**src/rtl/h_pkg.sv**
```systemverilog
// Shared definitions for the engine command decoder: micro-op kinds,
// header field layout and FSM state encodings.
package h_pkg;

  typedef enum logic [1:0] {
    UOP_HDR  = 2'd0,
    UOP_DATA = 2'd1,
    UOP_ERR  = 2'd2
  } uop_kind_e;

  localparam logic [1:0] ST_IDLE    = 2'd0;
  localparam logic [1:0] ST_PAYLOAD = 2'd1;
  localparam logic [1:0] ST_DRAIN   = 2'd2;

  // header = {opc, len, imm, rsvd}; rsvd bits are never looked at
  localparam int OPC_LSB = 28;
  localparam int OPC_W   = 4;
  localparam int LEN_LSB = 20;
  localparam int LEN_W   = 8;
  localparam int IMM_LSB = 4;
  localparam int IMM_W   = 16;

  function automatic logic [OPC_W-1:0] hdr_opc(input logic [31:0] w);
    return w[OPC_LSB +: OPC_W];
  endfunction

  function automatic logic [LEN_W-1:0] hdr_len(input logic [31:0] w);
    return w[LEN_LSB +: LEN_W];
  endfunction

  function automatic logic [IMM_W-1:0] hdr_imm(input logic [31:0] w);
    return w[IMM_LSB +: IMM_W];
  endfunction

endpackage

```
**src/rtl/h_bdy_eng_dec_oreg.sv**
```systemverilog
// Micro-op output register: loads on demand, holds while the exe stage stalls,
// clears valid once consumed with nothing new behind it.
module h_bdy_eng_dec_oreg
  import h_pkg::*;
(
  input  logic        clk,
  input  logic        arst,
  input  logic        load,
  input  logic [1:0]  nx_kind,
  input  logic [3:0]  nx_opc,
  input  logic [31:0] nx_dat,
  input  logic        nx_last,
  input  logic        rdy,
  output logic        vld,
  output logic [1:0]  kind,
  output logic [3:0]  opc,
  output logic [31:0] dat,
  output logic        last
);

  always_ff @(posedge clk or posedge arst) begin
    if (arst) begin
      vld  <= 1'b0;
      kind <= UOP_HDR;
      opc  <= 4'd0;
      dat  <= 32'd0;
      last <= 1'b0;
    end else if (load) begin
      vld  <= 1'b1;
      kind <= nx_kind;
      opc  <= nx_opc;
      dat  <= nx_dat;
      last <= nx_last;
    end else if (rdy) begin
      vld <= 1'b0;
    end
  end

endmodule

```
**src/rtl/h_bdy_eng_dec.sv**
```systemverilog
// Engine command decoder: splits header/payload words into micro-ops for the
// exe stage, drains payload of illegal commands, keeps command/error counts.
//
// state      | meaning
// IDLE       | next accepted word is a header
// PAYLOAD    | forwarding cnt remaining beats as DATA
// DRAIN      | discarding cnt remaining beats of an illegal command
module h_bdy_eng_dec
  import h_pkg::*;
#(
  parameter logic [15:0] OPC_LEGAL_MASK = 16'h00FF
) (
  input  logic        clk,
  input  logic        arst,
  input  logic        in_vld,
  input  logic [31:0] in_w,
  output logic        in_rdy,
  output logic        uop_vld,
  output logic [1:0]  uop_kind,
  output logic [3:0]  uop_opc,
  output logic [31:0] uop_dat,
  output logic        uop_last,
  input  logic        uop_rdy,
  output logic [15:0] cnt_cmd,
  output logic [7:0]  cnt_err
);

  logic [1:0]  state;
  logic [7:0]  cnt;
  logic [3:0]  cur_opc;
  logic        acc;
  logic        load;
  logic        legal;
  logic [3:0]  opc;
  logic [7:0]  len;
  logic [15:0] imm;
  logic [1:0]  nx_kind;
  logic [3:0]  nx_opc;
  logic [31:0] nx_dat;
  logic        nx_last;

  assign opc   = hdr_opc(in_w);
  assign len   = hdr_len(in_w);
  assign imm   = hdr_imm(in_w);
  assign legal = OPC_LEGAL_MASK[opc];

  // drained beats never touch the output register, so DRAIN ignores back-pressure
  assign in_rdy = (state == ST_DRAIN) ? 1'b1 : (!uop_vld || uop_rdy);
  assign acc    = in_vld && in_rdy;
  assign load   = acc && (state != ST_DRAIN);

  always_comb begin
    nx_kind = UOP_HDR;
    nx_opc  = opc;
    nx_dat  = {16'd0, imm};
    nx_last = (len == 8'd0);
    if (state == ST_PAYLOAD) begin
      nx_kind = UOP_DATA;
      nx_opc  = cur_opc;
      nx_dat  = in_w;
      nx_last = (cnt == 8'd1);
    end else if (!legal) begin
      nx_kind = UOP_ERR;
      nx_dat  = in_w;
      nx_last = 1'b1;
    end
  end

  always_ff @(posedge clk or posedge arst) begin
    if (arst) begin
      state   <= ST_IDLE;
      cnt     <= 8'd0;
      cur_opc <= 4'd0;
      cnt_cmd <= 16'd0;
      cnt_err <= 8'd0;
    end else if (acc) begin
      case (state)
        ST_IDLE: begin
          if (legal) begin
            cnt_cmd <= cnt_cmd + 16'd1;
            cur_opc <= opc;
            if (len != 8'd0) begin
              cnt   <= len;
              state <= ST_PAYLOAD;
            end
          end else begin
            if (cnt_err != 8'hFF) cnt_err <= cnt_err + 8'd1;
            if (len != 8'd0) begin
              cnt   <= len;
              state <= ST_DRAIN;
            end
          end
        end
        ST_PAYLOAD, ST_DRAIN: begin
          // the <= 1 test keeps the down-counter from ever wrapping below zero
          if (cnt <= 8'd1) begin
            cnt   <= 8'd0;
            state <= ST_IDLE;
          end else begin
            cnt <= cnt - 8'd1;
          end
        end
        default: state <= ST_IDLE;
      endcase
    end
  end

  h_bdy_eng_dec_oreg u_oreg (
    .clk     (clk),
    .arst    (arst),
    .load    (load),
    .nx_kind (nx_kind),
    .nx_opc  (nx_opc),
    .nx_dat  (nx_dat),
    .nx_last (nx_last),
    .rdy     (uop_rdy),
    .vld     (uop_vld),
    .kind    (uop_kind),
    .opc     (uop_opc),
    .dat     (uop_dat),
    .last    (uop_last)
  );

endmodule

```
**config.mk**
```make
export PLATFORM = sky130hd
export DESIGN_NAME = h_bdy_eng_dec
export DESIGN_NICKNAME = d
export VERILOG_FILES = /design/src/rtl/h_pkg.sv /design/src/rtl/h_bdy_eng_dec_oreg.sv /design/src/rtl/h_bdy_eng_dec.sv
export SDC_FILE = /design/constraint.sdc
export NUM_CORES = 1
export LEC_CHECK = 0
export ABC_AREA = 1
export CORE_MARGIN = 3
export CORE_UTILIZATION = 45
export DETAILED_ROUTE_END_ITERATION = 12
export GPL_TIMING_DRIVEN = 0
export PLACE_DENSITY = 0.74
export SYNTH_ARGS = -nofsm -noshare
export SYNTH_HDL_FRONTEND = slang
export SYNTH_SLANG_ARGS = --single-unit
```
**constraint.sdc**
```tcl
create_clock -name clk -period 5.21 [get_ports clk]
set_input_delay 0.521 -clock clk [delete_from_list [all_inputs] [get_ports clk]]
set_output_delay 0.521 -clock clk [all_outputs]
set_load 0.005 [all_outputs]
```
# --- Word-level counts from Yosys, hierarchy flattened ---
# Memories as Yosys holds them, arrays and structs flattened.
# Index checks and enable logic that the tools add are counted.
word_totals:
  register_bits: 78
  mem_bits_ro: 16
  input_bits: 36
  elab_cells: 57
  memories: 1
classes:
  n_addsub: 3
  order_cmp: 2
  eq_ne: 7
  n_mux: 19
  n_bitwise: 1
  n_reduce_logical: 14
memory_table:
  columns: ["memory", "depth", "word_bits", "read_ports", "rd_clocked_by_memory_dff", "write_ports", "line", "rtl"]
  rows:
  - ["(no name shown)", 16, 1, 1, 0, 0, "h_bdy_eng_dec.sv:45", "assign legal = OPC_LEGAL_MASK[opc];"]
ops:
  columns: ["op", "count"]
  rows:
  - ["$mux 32", 2]
  - ["$add 16x1->16 const B", 1]
  - ["$mux 8", 2]
  - ["$pmux 8 s2", 1]
  - ["$mux 2", 6]
  - ["$reduce_and 3->1", 3]
  - ["$add 8x1->8 const B", 1]
  - ["$eq 8x1->1 const B", 1]
  - ["$le 8x1->1 const B", 1]
  - ["$logic_not 8->1", 1]
  - ["$ne 8x8->1 const B", 1]
  - ["$reduce_bool 8->1", 1]
  - ["$sub 8x1->8 const B", 1]
  - ["$mux 1", 6]
  - ["$ne 2x2->1 const B", 3]
  - ["$lt 4x5->1 const B", 1]
  - ["$mux 4", 1]
  - ["$pmux 2 s2", 1]
  - ["$reduce_and 4->1", 1]
  - ["$reduce_bool 2->1", 2]
  - ["$eq 2x1->1 const B", 1]
  - ["$eq 2x2->1 const B", 1]
  - ["$logic_and 1x1->1", 2]
  - ["$logic_not 2->1", 1]
  - ["4 further kinds", 4]

# --- Depth between registers and ports, before layout ---
# Gate-level depths: netlist (run 1).
depth:
  word_depth: 6
  ltp_mapped: 11
  ltp_nobuf: 11

# --- Hierarchy ---
# Synthesis (run 1) repeated with hierarchy kept, for this count alone.
unflattened:
  hier_cells: 549
  area_unflattened_um2: 4040.1
by_module_without_submodules:
  columns: ["module", "n_inst", "cells_each", "area_per_inst_um2", "seq_area_each_um2"]
  rows:
  - ["h_bdy_eng_dec", 1, 379, 2532.4, 950.9]
  - ["h_bdy_eng_dec_oreg", 1, 170, 1507.7, 1001.0]

# --- Worst setup path after synthesis (run 1) ---
# No wires, ideal clock.
synth_timing:
  path_type: "reg2reg"
  start: "reg state[0]"
  end: "reg cnt_cmd[5]"
  setup_ps: 124
  arrival_ps: 1351
  t_required_ps: 5086
  path_slack_ps: 3735
  path_stages_with_launch: 12
  n_path_buf: 1
  period_less_slack_ps: 1475
  path_cell_list: "dfrtp_1 > inv_1 > ha_1 > inv_2 > nand3_2 > nand2_2 > inv_4 > nand2_4 > inv_4 > buf_6 > a21oi_2 > a21oi_2"
synth_via:
  elab_chain_len: 4
  word_cells_on_any_way: 5
  cone_classes: "1 x eq/ne; 1 x mux; 3 x reduce/logical"
synth_lines:
  columns: ["element", "line", "rtl"]
  rows:
  - ["start, declared", "h_bdy_eng_dec.sv:28", "logic [1:0] state;"]
  - ["start signal, assigned", "h_bdy_eng_dec.sv:71", "state <= ST_IDLE;"]
  - ["start signal, assigned", "h_bdy_eng_dec.sv:84", "state <= ST_PAYLOAD;"]
  - ["start signal, assigned", "h_bdy_eng_dec.sv:90", "state <= ST_DRAIN;"]
  - ["$eq 2x2->1", "h_bdy_eng_dec.sv:48", "assign in_rdy = (state == ST_DRAIN) ? 1'b1 : (!uop_vld || uop_rdy);"]
  - ["$mux 1", "h_bdy_eng_dec.sv:48", null]
  - ["via in_rdy", "h_bdy_eng_dec.sv:17", "output logic in_rdy,"]
  - ["$logic_and 1x1->1", "h_bdy_eng_dec.sv:49", "assign acc = in_vld && in_rdy;"]
  - ["$reduce_and 3->1 (no line)", null, null]
  - ["end signal, assigned", "h_bdy_eng_dec.sv:80", "cnt_cmd <= cnt_cmd + 16'd1;"]
  - ["end, declared", "h_bdy_eng_dec.sv:24", "output logic [15:0] cnt_cmd,"]
# The timed path passes the listed nets, and every way through them passes these cells.
# A chain may end at the register's enable or synchronous reset.

# --- Worst setup path in the final report (run 1) ---
layout_timing:
  start: "reg state[0]"
  end: "out in_rdy"
layout_via:
  elab_chain_len: 2
layout_lines:
  columns: ["element", "line"]
  rows:
  - ["$eq 2x2->1", "h_bdy_eng_dec.sv:48"]
  - ["$mux 1", "h_bdy_eng_dec.sv:48"]
  - ["end, declared", "h_bdy_eng_dec.sv:17"]
# Every way passes these cells.

==> results of run 1 <==
[metrics by stage]
| stage | hold WS, ns | setup slack [ns] | total power, mW | area, sq um |
|---|---|---|---|---|
| after global placement | 0.4527 | 1.415 | 2.261 | 5215 |
| final | 0.4296 | 3.026 | 2.850 | 5493 |
| after CTS | 0.4237 | 3.008 | 2.874 | 5493 |
| after detailed placement | 0.4584 | 3.029 | 2.305 | 5245 |
| after global routing | 0.4296 | 2.974 | 3.068 | 5493 |
| after floorplan | 0.4368 | 2.694 | 1.697 | 4079 |
[layer usage]
| metal | vias up | global-route usage, % |
|---|---|---|
| met4 | 0 | 6.851 |
| met5 | - | 0 |
| met2 | 78 | 32.24 |
| li1 | 1766 | - |
| met3 | 14 | 3.237 |
| met1 | 1687 | 28.43 |
[registers in the layout, summed over array words and instances, names as in the netlist]
signal and count:
state 2, u_oreg.dat 32, cur_opc 4, cnt_err 8, cnt 8, cnt_cmd 16, u_oreg.kind 2, u_oreg.opc 4
u_oreg.last 1, u_oreg.vld 1
[critical path, cell delays in order, from the launching register on]
cell             delay [ns]
dfrtp_1                0.41
inv_1                  0.10
ha_1                   0.16
inv_2                  0.06
nand3_2                0.07
clkdlybuf4s50_1        0.52
[final timing paths]
kind                       startpoint             end  slack, ns  cells after the start
setup / recovery             state[0]          in_rdy       3.03                      5
hold / removal                   arst      cnt_err[2]       0.43                      2
setup reg to reg             state[0]          cnt[4]       3.51                      8
hold reg to reg            cur_opc[3]      cur_opc[3]       0.48                      2
max in group asynchronous        arst  u_oreg.dat[13]       4.20                      3
min in group clk           cur_opc[3]      cur_opc[3]       0.48                      2
[layout make-up]
type                    instances  area share [%]
well taps                     108           2.460
flip-flops and latches         78           35.54
multi-input cells             346           33.08
clock inverters                 5           1.936
inverters                      47           3.349
clock buffers                  11           2.574
plain buffers                  15           2.346
repair buffers                101           18.72
[kinds of logic (layout without fill, tap and decap cells)]
group | after synthesis | count (layout) | share of synthesized area [%]
and+or+nand+nor | 255 | 255 | 27.55
DFF | 78 | 78 | 47.85
AOI/OAI and AO/OA | 62 | 62 | 9.938
buffers and inverters | 62 | 179 | 7.607
xor gates and xnor gates | 22 | 22 | 4.908
adders and majority gates | 7 | 7 | 2.147
[power by group through the flow]
stage          clock [mW]  sequential, mW  combinational, mW
2_1_floorplan           0            1.03              0.668
3_3_place_gp            0            1.04               1.23
3_5_place_dp            0            1.04               1.26
4_1_cts             0.570            1.03               1.27
5_1_grt             0.597            1.07               1.40
6_report            0.562            1.03               1.26
[cells in the final DEF (no fill, tap or decap), types with 6 or more instances in the layout]
| cell | instances |
|---|---|
| nor2_1 | 60 |
| o31ai_1 | 20 |
| nand3_1 | 17 |
| o21ai_2 | 6 |
| inv_1 | 39 |
| ha_1 | 7 |
| o21ai_0 | 28 |
| nor2_2 | 6 |
| nand2_1 | 146 |
| nand2_2 | 7 |
| dfrtp_1 | 78 |
| clkdlybuf4s50_1 | 100 |
| xor2_1 | 16 |
| clkbuf_8 | 10 |
==> key figures, run 1 <==
Synth
  • Dominant synthesized flop cell: dfrtp_1
  • Syn nets: 529
  • Flops & latches, synth: 78
  • Syn Area/Cell: 8.393 sq um
  • Post-synthesis async set-or-reset flop share: 100.0%
  • Area leader, netlist: dfrtp_1
  • Synth warn: 0
  • Number of enable flip-flop cells after synthesis: 0
  • Top-area cell type share of the netlist area: 47.85%
  • Synth top area cells: dfrtp_1 (48%), nand2_1 (13%), nor2_1 (5.5%)
  • Synth top cells by count: nand2_1 (146), dfrtp_1 (78), nor2_1 (60), inv_1 (40), o21ai_0 (28)
  • Cell count after synthesis: 486
  • Synthesized cell area: 4079 sq um
  • Top-count cell post-synth: nand2_1
  • Synth cell types: 36
  • Register area share after synthesis: 47.85%

Timing
  • Final hold violation count: 0
  • Worst slew pin tran: 0.3305 ns
  • Max Freq: 0.4579 GHz
  • Final Setup Violations: 0
  • Fin crit share: 41.92%
  • RSZ-0062 raised after global routing: false
  • Min Clock Period, post-route: 2.184 ns
  • Fin Setup TNS: 0 ns
  • Rel. slew slack: 77.73%
  • Fin. max-slew vios: 0
  • Fin Clk Skew: 0.009554 ns

Route
  • Routed WL: 9.863 mm
  • First-pass DRT Iterations: 4
  • Via count: 3545
  • Metal-1 WL: 4.548 mm
  • Initial DRC Count: 138
  • Highest metal used: met4
  • Met2 wire length: 4.685 mm
  • Met3 WL: 473 um
  • Post-route DRC: 0
  • DR WL/cell: 13.87 um
  • Vias per std cell: 4.986
  • Remaining antenna violation count after routing: 0

Placement
  • Detail Placement HPWL: 7.387 mm
  • Dpl cells: 695
  • Input/output buffers: 100
  • Placer Congestion: 0.8553

Final layout
  • Layout cell share with drive strength beyond 1: 12.44%
  • Area taken by flip-flops and latches: 1952 sq um
  • Area delta synth->final: 34.66%
  • Layout net count: 641
  • Layout Utilization: 62.68%
  • Multi-input logic area: 1817 sq um
  • Fill cells: 782
  • Ant diodes: 0
  • Post-route insts no fill: 711

Global routing
  • Tot GR Track Use: 20.28%
  • First-pass GRT wire length: 16.53 mm
  • Total gr overflow: 0
  • Initial antenna violation count: 0
  • Largest net degree at the start of global routing: 67
  • Number of global-route vias before repair: 3469

Floorplanning
  • Starting density of the core: 46.54%
  • Die area: 10240 sq um
  • Die Width: 101.2 um
  • I/O pin cnt: 101
  • # rows: 34
  • Die H: 101.2 um
  • Core Area: 8763 sq um

Run status
  • Outcome: finished clean

Clocking
  • Post-CTS setup buffer count: 0
  • Clk slew on worst S/H paths: 0.08 ns
  • Worst skew pair latency: 0.35 ns
  • TritonCTS Sinks: 78
  • Max clock buf depth: 2
  • H-tree depth: 3
  • Hold-fix buffers, CTS: 0
  • Total CTS buffers: 9
  • Clock Tree Root: clkbuf_8
  • Resize count post-CTS: 0
  • CTS tree: built

Power and ir drop
  • Combinational power share: 44.1%
  • Internal power: 1.824 mW
  • Maximum VDD drop: 0.0002377 V
  • Static leakage: 2.607 nW
  • PD cells: 518.8 nW/um^2
  • Net Sw Frac: 35.99%
  • Flop pwr share: 36.2%
  • Clk pwr share: 19.7%
  • Net Switching: 1.025 mW

Worst setup path
  • Crit path required time: 4.69 ns
  • CP endpoint kind: output pin
  • Critical Path Source Type: flip-flop
  • Worst Path Arrival: 1.66 ns
  • Worst Setup Path Type: reg -> out
  • Max FO, Critical Path: 3

Min path
  • Min-delay worst type: in -> async

Flow run
  • Max Cap Violations: 0
(Power assumes the default switching activity.)
==> run 2: changes to the inputs <==
Clock period 5.21 ns to 2.2 ns, I/O delays scaled along.
==> run 2 against run 1 <==
Power up 130%. Die area did not move. Combinational power is 130% higher. Sequential power up 140%. Critical endpoint unchanged. Non-clock buffer count did not move. Global-route usage down 0.41 points. Count of clock-buffer cells in the layout increased by 2. Critical path depth is the same. Hold slack worse by 0.050 ns.
==> key figures, run 2 (synthesis results as in run 1) <==
Route
  • Vias per std cell: 4.923
  • Post-route DRC: 0
  • First-pass DRT Iterations: 4
  • Via count: 3500
  • Remaining antenna violation count after routing: 0
  • DR WL/cell: 13.63 um
  • Initial DRC Count: 164
  • Routed WL: 9.688 mm

Power and ir drop
  • Maximum VDD drop: 0.0005258 V
  • PD cells: 1195 nW/um^2
  • Static leakage: 2.577 nW

Run status
  • Outcome: finished clean

Final layout
  • Layout net count: 641
  • Fill cells: 769
  • Max reg flops: 32
  • Most frequent cells in the layout: nand2_1 (146), clkdlybuf4s50_1 (100), dfrtp_1 (78)
  • Area taken by flip-flops and latches: 1952 sq um
  • Most common cell after layout, fill and taps aside: nand2_1
  • Multi-input logic area: 1817 sq um
  • Area delta synth->final: 33.16%
  • Top reg by flops: u_oreg.dat
  • Ant diodes: 0
  • Layout cell share with drive strength beyond 1: 12.11%
  • Leading registers by flop count: u_oreg.dat: 32 flops, cnt_cmd: 16 flops

Placement
  • Input/output buffers: 100
  • Placement Setup Slack: 0.4697 ns
  • Placer Congestion: 0.8795
  • Detail Placement HPWL: 7.385 mm

Clocking
  • H-tree depth: 3
  • Worst skew pair latency: 0.35 ns
  • Total CTS buffers: 9
  • TritonCTS Sinks: 78
  • Max clock buf depth: 2
  • CTS tree: built
  • Clock Tree Root: clkbuf_8
  • Resize count post-CTS: 0
  • Clk slew on worst S/H paths: 0.08 ns
  • Hold-fix buffers, CTS: 0
  • Post-CTS setup buffer count: 0

Worst setup path
  • Max FO, Critical Path: 3
  • Critical Path Source Type: flip-flop
  • Crit path required time: 1.98 ns
  • CP endpoint kind: output pin
  • Worst Path Arrival: 1.63 ns
  • Worst Setup Path Type: reg -> out

Global routing
  • Initial antenna violation count: 0
  • Number of global-route vias before repair: 3391
  • Total gr overflow: 0
  • First-pass GRT wire length: 16.29 mm
  • Tot GR Track Use: 19.87%
  • Largest net degree at the start of global routing: 41

Min path
  • Min-delay worst type: in -> async

Timing
  • Min Clock Period, post-route: 1.849 ns
  • Final Setup Violations: 0
  • Worst slew pin tran: 0.8578 ns
  • Max Freq: 0.5408 GHz
  • Worst setup margin: 0.3508 ns
  • Fin crit share: 84.05%
  • Rel. slew slack: 42.69%
  • Final hold violation count: 0
  • Fin Setup TNS: 0 ns
  • Fin. max-slew vios: 0
  • RSZ-0062 raised after global routing: false
  • Fin Clk Skew: 0.005856 ns

Floorplanning
  • Starting density of the core: 46.54%
  • Die area: 10240 sq um
  • I/O pin cnt: 101
  • # rows: 34
  • Core Area: 8763 sq um
  • Die H: 101.2 um
  • Die Width: 101.2 um

Flow run
  • Max Cap Violations: 0
## run 2: cell types whose count changed in the layout (fill, tap and decap cells not counted), sizes merged
| cell | before | now |
|---|---|---|
| bufinv | 3 | 1 |
| clkinv | 1 | 2 |
| inv | 47 | 46 |
| clkbuf | 12 | 14 |
## run 2: critical path, cell delays in order, from the launching register on
cell             delay, ns
dfrtp_1               0.40
inv_1                 0.09
ha_1                  0.16
inv_2                 0.06
nand3_2               0.08
clkdlybuf4s50_1       0.50
## run 2: metrics by stage
stage	hold WS [ns]	std cells	total power, mW	util [%]	area, sq um
finish	0.3795	711	6.489	61.98	5431
floorplan	0.3296	486	4.019	-	4083
global route	0.4473	711	6.998	61.98	5431
detailed placement	0.4530	695	5.466	59.78	5239
CTS	0.4017	711	6.559	61.98	5431
global placement	0.4529	694	5.355	59.55	5219
## run 2: path summary, 6_finish.rpt
path	start	slack [ns]	depth (start not counted)	end
worst max-delay path	state[0]	0.35	5	in_rdy
worst min-delay path	arst	0.38	2	cnt_cmd[10]
worst max register to register	state[0]	0.49	8	cnt[4]
worst min register to register	cur_opc[3]	0.47	2	cur_opc[3]
max in group asynchronous	arst	1.15	3	u_oreg.dat[21]
min in group clk	in_w[16]	0.45	3	u_oreg.dat[16]
## run 2: final cells by class
class | instances | share of cell area, %
clock inverters | 3 | 0.8063
repair buffers | 101 | 18.80
well taps | 108 | 2.488
flip-flops and latches | 78 | 35.94
multi-input cells | 346 | 33.45
plain buffers | 15 | 2.373
clock buffers | 13 | 2.741
inverters | 47 | 3.409
## run 2: layer usage
| metal | wire length (um) | GRT usage [%] | up-vias | share of wire, % |
|---|---|---|---|---|
| li1 | - | - | 1755 | - |
| met1 | 4378 | 27.41 | 1651 | 45 |
| met2 | 4676 | 32.24 | 81 | 48 |
| met3 | 482 | 3.099 | 13 | 5.0 |
| met4 | 150 | 6.442 | 0 | 1.5 |
| met5 | 0 | 0 | - | 0 |
## run 2: power by group
group	switching [mW]	internal, mW
combinational	1.42	1.53
sequential	0.453	2.00
clock	0.523	0.558
==> run 3: changes to the inputs <==
Settings changed: PLACE_DENSITY 0.74 to 0.77.
Clock period 2.2 ns to 1.55 ns, I/O delays scaled along.
==> run 3 against run 2 <==
The flow now finishes with violations (setup timing). Design area is 12% higher. Non-clock buffer count grew 17. Hold slack lost 0.055 ns. Sequential power increased by 46%. Core utilization up 7.2 points. Count of clock-buffer cells in the layout decreased by 2. Routed wire length rose by 17%. Combinational power rose by 82%. Setup slack worse by 0.41 ns. Critical path type is now reg -> reg. Critical endpoint is now cnt[4]. Largest cell class is now multi-input combinational cells. Largest power group unchanged.
==> key figures, run 3 (synthesis results as in run 1) <==
Run status
  • Outcome: complete, but fails checks
  • Failing checks: setup timing

Route
  • Routed WL: 11.35 mm
  • Remaining antenna violation count after routing: 0
  • Via count: 3769
  • First-pass DRT Iterations: 5
  • Vias per std cell: 5.177
  • DR WL/cell: 15.59 um
  • Initial DRC Count: 126
  • Post-route DRC: 0

Final layout
  • Most common cell after layout, fill and taps aside: nand2_1
  • Top reg by flops: u_oreg.dat
  • Layout net count: 659
  • Max reg flops: 32
  • Leading registers by flop count: u_oreg.dat: 32 flops, cnt_cmd: 16 flops
  • Most frequent cells in the layout: nand2_1 (106), clkdlybuf4s50_1 (99), dfrtp_1 (76)
  • Ant diodes: 0
  • Fill cells: 652
  • Area taken by flip-flops and latches: 1954 sq um
  • Layout cell share with drive strength beyond 1: 26.13%
  • Multi-input logic area: 2148 sq um
  • Area delta synth->final: 48.62%

Power and ir drop
  • Flop pwr share: 34.2%
  • Net Switching: 4.046 mW
  • Net Sw Frac: 38.63%
  • Static leakage: 2.795 nW
  • Combinational power share: 51.4%
  • Internal power: 6.428 mW
  • PD cells: 1728 nW/um^2
  • Maximum VDD drop: 0.0007116 V
  • Clk pwr share: 14.4%

Timing
  • Final Setup Violations: 4
  • Final hold violation count: 0
  • RSZ-0062 raised after global routing: true
  • Max Freq: 0.6203 GHz
  • Rel. slew slack: 42.99%
  • Fin crit share: 104.0%
  • Fin Clk Skew: 0.007503 ns
  • Fin. max-slew vios: 0
  • Worst setup margin: -0.06212 ns
  • Worst slew pin tran: 0.8534 ns
  • Fin Setup TNS: -0.07632 ns
  • Min Clock Period, post-route: 1.612 ns

Floorplanning
  • Starting density of the core: 46.54%
  • Die area: 10240 sq um
  • # rows: 34
  • Die Width: 101.2 um
  • I/O pin cnt: 101
  • Core Area: 8763 sq um
  • Die H: 101.2 um

Worst setup path
  • Worst Path Arrival: 1.90 ns
  • Critical Path Source Type: flip-flop
  • Max FO, Critical Path: 7
  • Crit path required time: 1.83 ns
  • Worst Setup Path Type: reg -> reg
  • CP endpoint kind: flip-flop

Global routing
  • Tot GR Track Use: 19.98%
  • Number of global-route vias before repair: 3471
  • First-pass GRT wire length: 16.39 mm
  • Total gr overflow: 0
  • Largest net degree at the start of global routing: 42
  • Initial antenna violation count: 0

Flow run
  • Max Cap Violations: 0

Placement
  • Placement Setup Slack: -0.1319 ns
  • Detail Placement HPWL: 7.480 mm
  • Input/output buffers: 100
  • Placer Congestion: 0.8856

Clocking
  • H-tree depth: 3
  • Hold-fix buffers, CTS: 0
  • Max clock buf depth: 2
  • Clk slew on worst S/H paths: 0.08 ns
  • Total CTS buffers: 9
  • TritonCTS Sinks: 78
  • CTS tree: built
  • Clock Tree Root: clkbuf_8
  • Worst skew pair latency: 0.35 ns

Min path
  • Min-delay worst type: in -> async
[run 3: per-stage QoR]
step,cells,instance area [sq um],util [%],total power [mW],hold WS (ns)
3_3_place_gp,694,5219,59.55,7.589,0.4552
5_1_grt,728,6062,69.17,11.16,0.3793
2_1_floorplan,486,4083,-,5.704,0.2646
4_1_cts,715,5548,63.31,9.453,0.3293
3_5_place_dp,695,5239,59.78,7.758,0.4612
6_report,728,6062,69.17,10.47,0.3249
[run 3: repair_timing]
item                       CTS  global route
setup buffers                5             7
pin swaps                    4            17
gates resized for setup     20           102
setup endpoints to repair   57            76
gates cloned                 0             6
[run 3: power by group through the flow]
stage	Clock, mW	Sequential (mW)	Combinational [mW]
5_1_grt	1.61	3.68	5.87
3_3_place_gp	0	3.47	4.12
3_5_place_dp	0	3.51	4.25
4_1_cts	1.53	3.48	4.45
2_1_floorplan	0	3.46	2.25
6_report	1.50	3.58	5.39
[run 3: final timing paths]
kind / slack (ns) / end / startpoint / cells after the start
hold reg to reg: 0.49 / cur_opc[3] / cur_opc[3] / 2
min in group clk: 0.43 / u_oreg.dat[3] / in_w[3] / 3
max in group asynchronous: 0.54 / u_oreg.dat[22] / arst / 3
setup / recovery: -0.06 / cnt[4] / cnt[0] / 9
hold / removal: 0.32 / cnt_cmd[10] / arst / 2
setup reg to reg: -0.06 / cnt[4] / cnt[0] / 9
[run 3: layout make-up]
cell class | count | share of cell area, %
clock buffer | 11 | 2.332
tap | 108 | 2.229
buffer | 15 | 3.034
timing repair buffer | 118 | 20.64
inverter | 47 | 3.302
clock inverter | 4 | 0.7843
sequential | 78 | 32.24
multi-input combinational | 347 | 35.44
[run 3: layer usage]
metal	share of wire, %	track usage (%)	vias up
li1	-	-	1803
met1	41	26.82	1828
met2	52	33.30	118
met3	5.3	3.581	20
met4	1.8	5.828	0
met5	0	0	-
[run 3: critical path: stages (launching register included)]
cell,delay (ns)
dfrtp_1,0.40
buf_4,0.15
ha_1,0.20
nand2_2,0.09
nor2_4,0.05
inv_2,0.06
nand3_4,0.11
o21ai_0,0.32
nand2_2,0.09
nand2_2,0.08
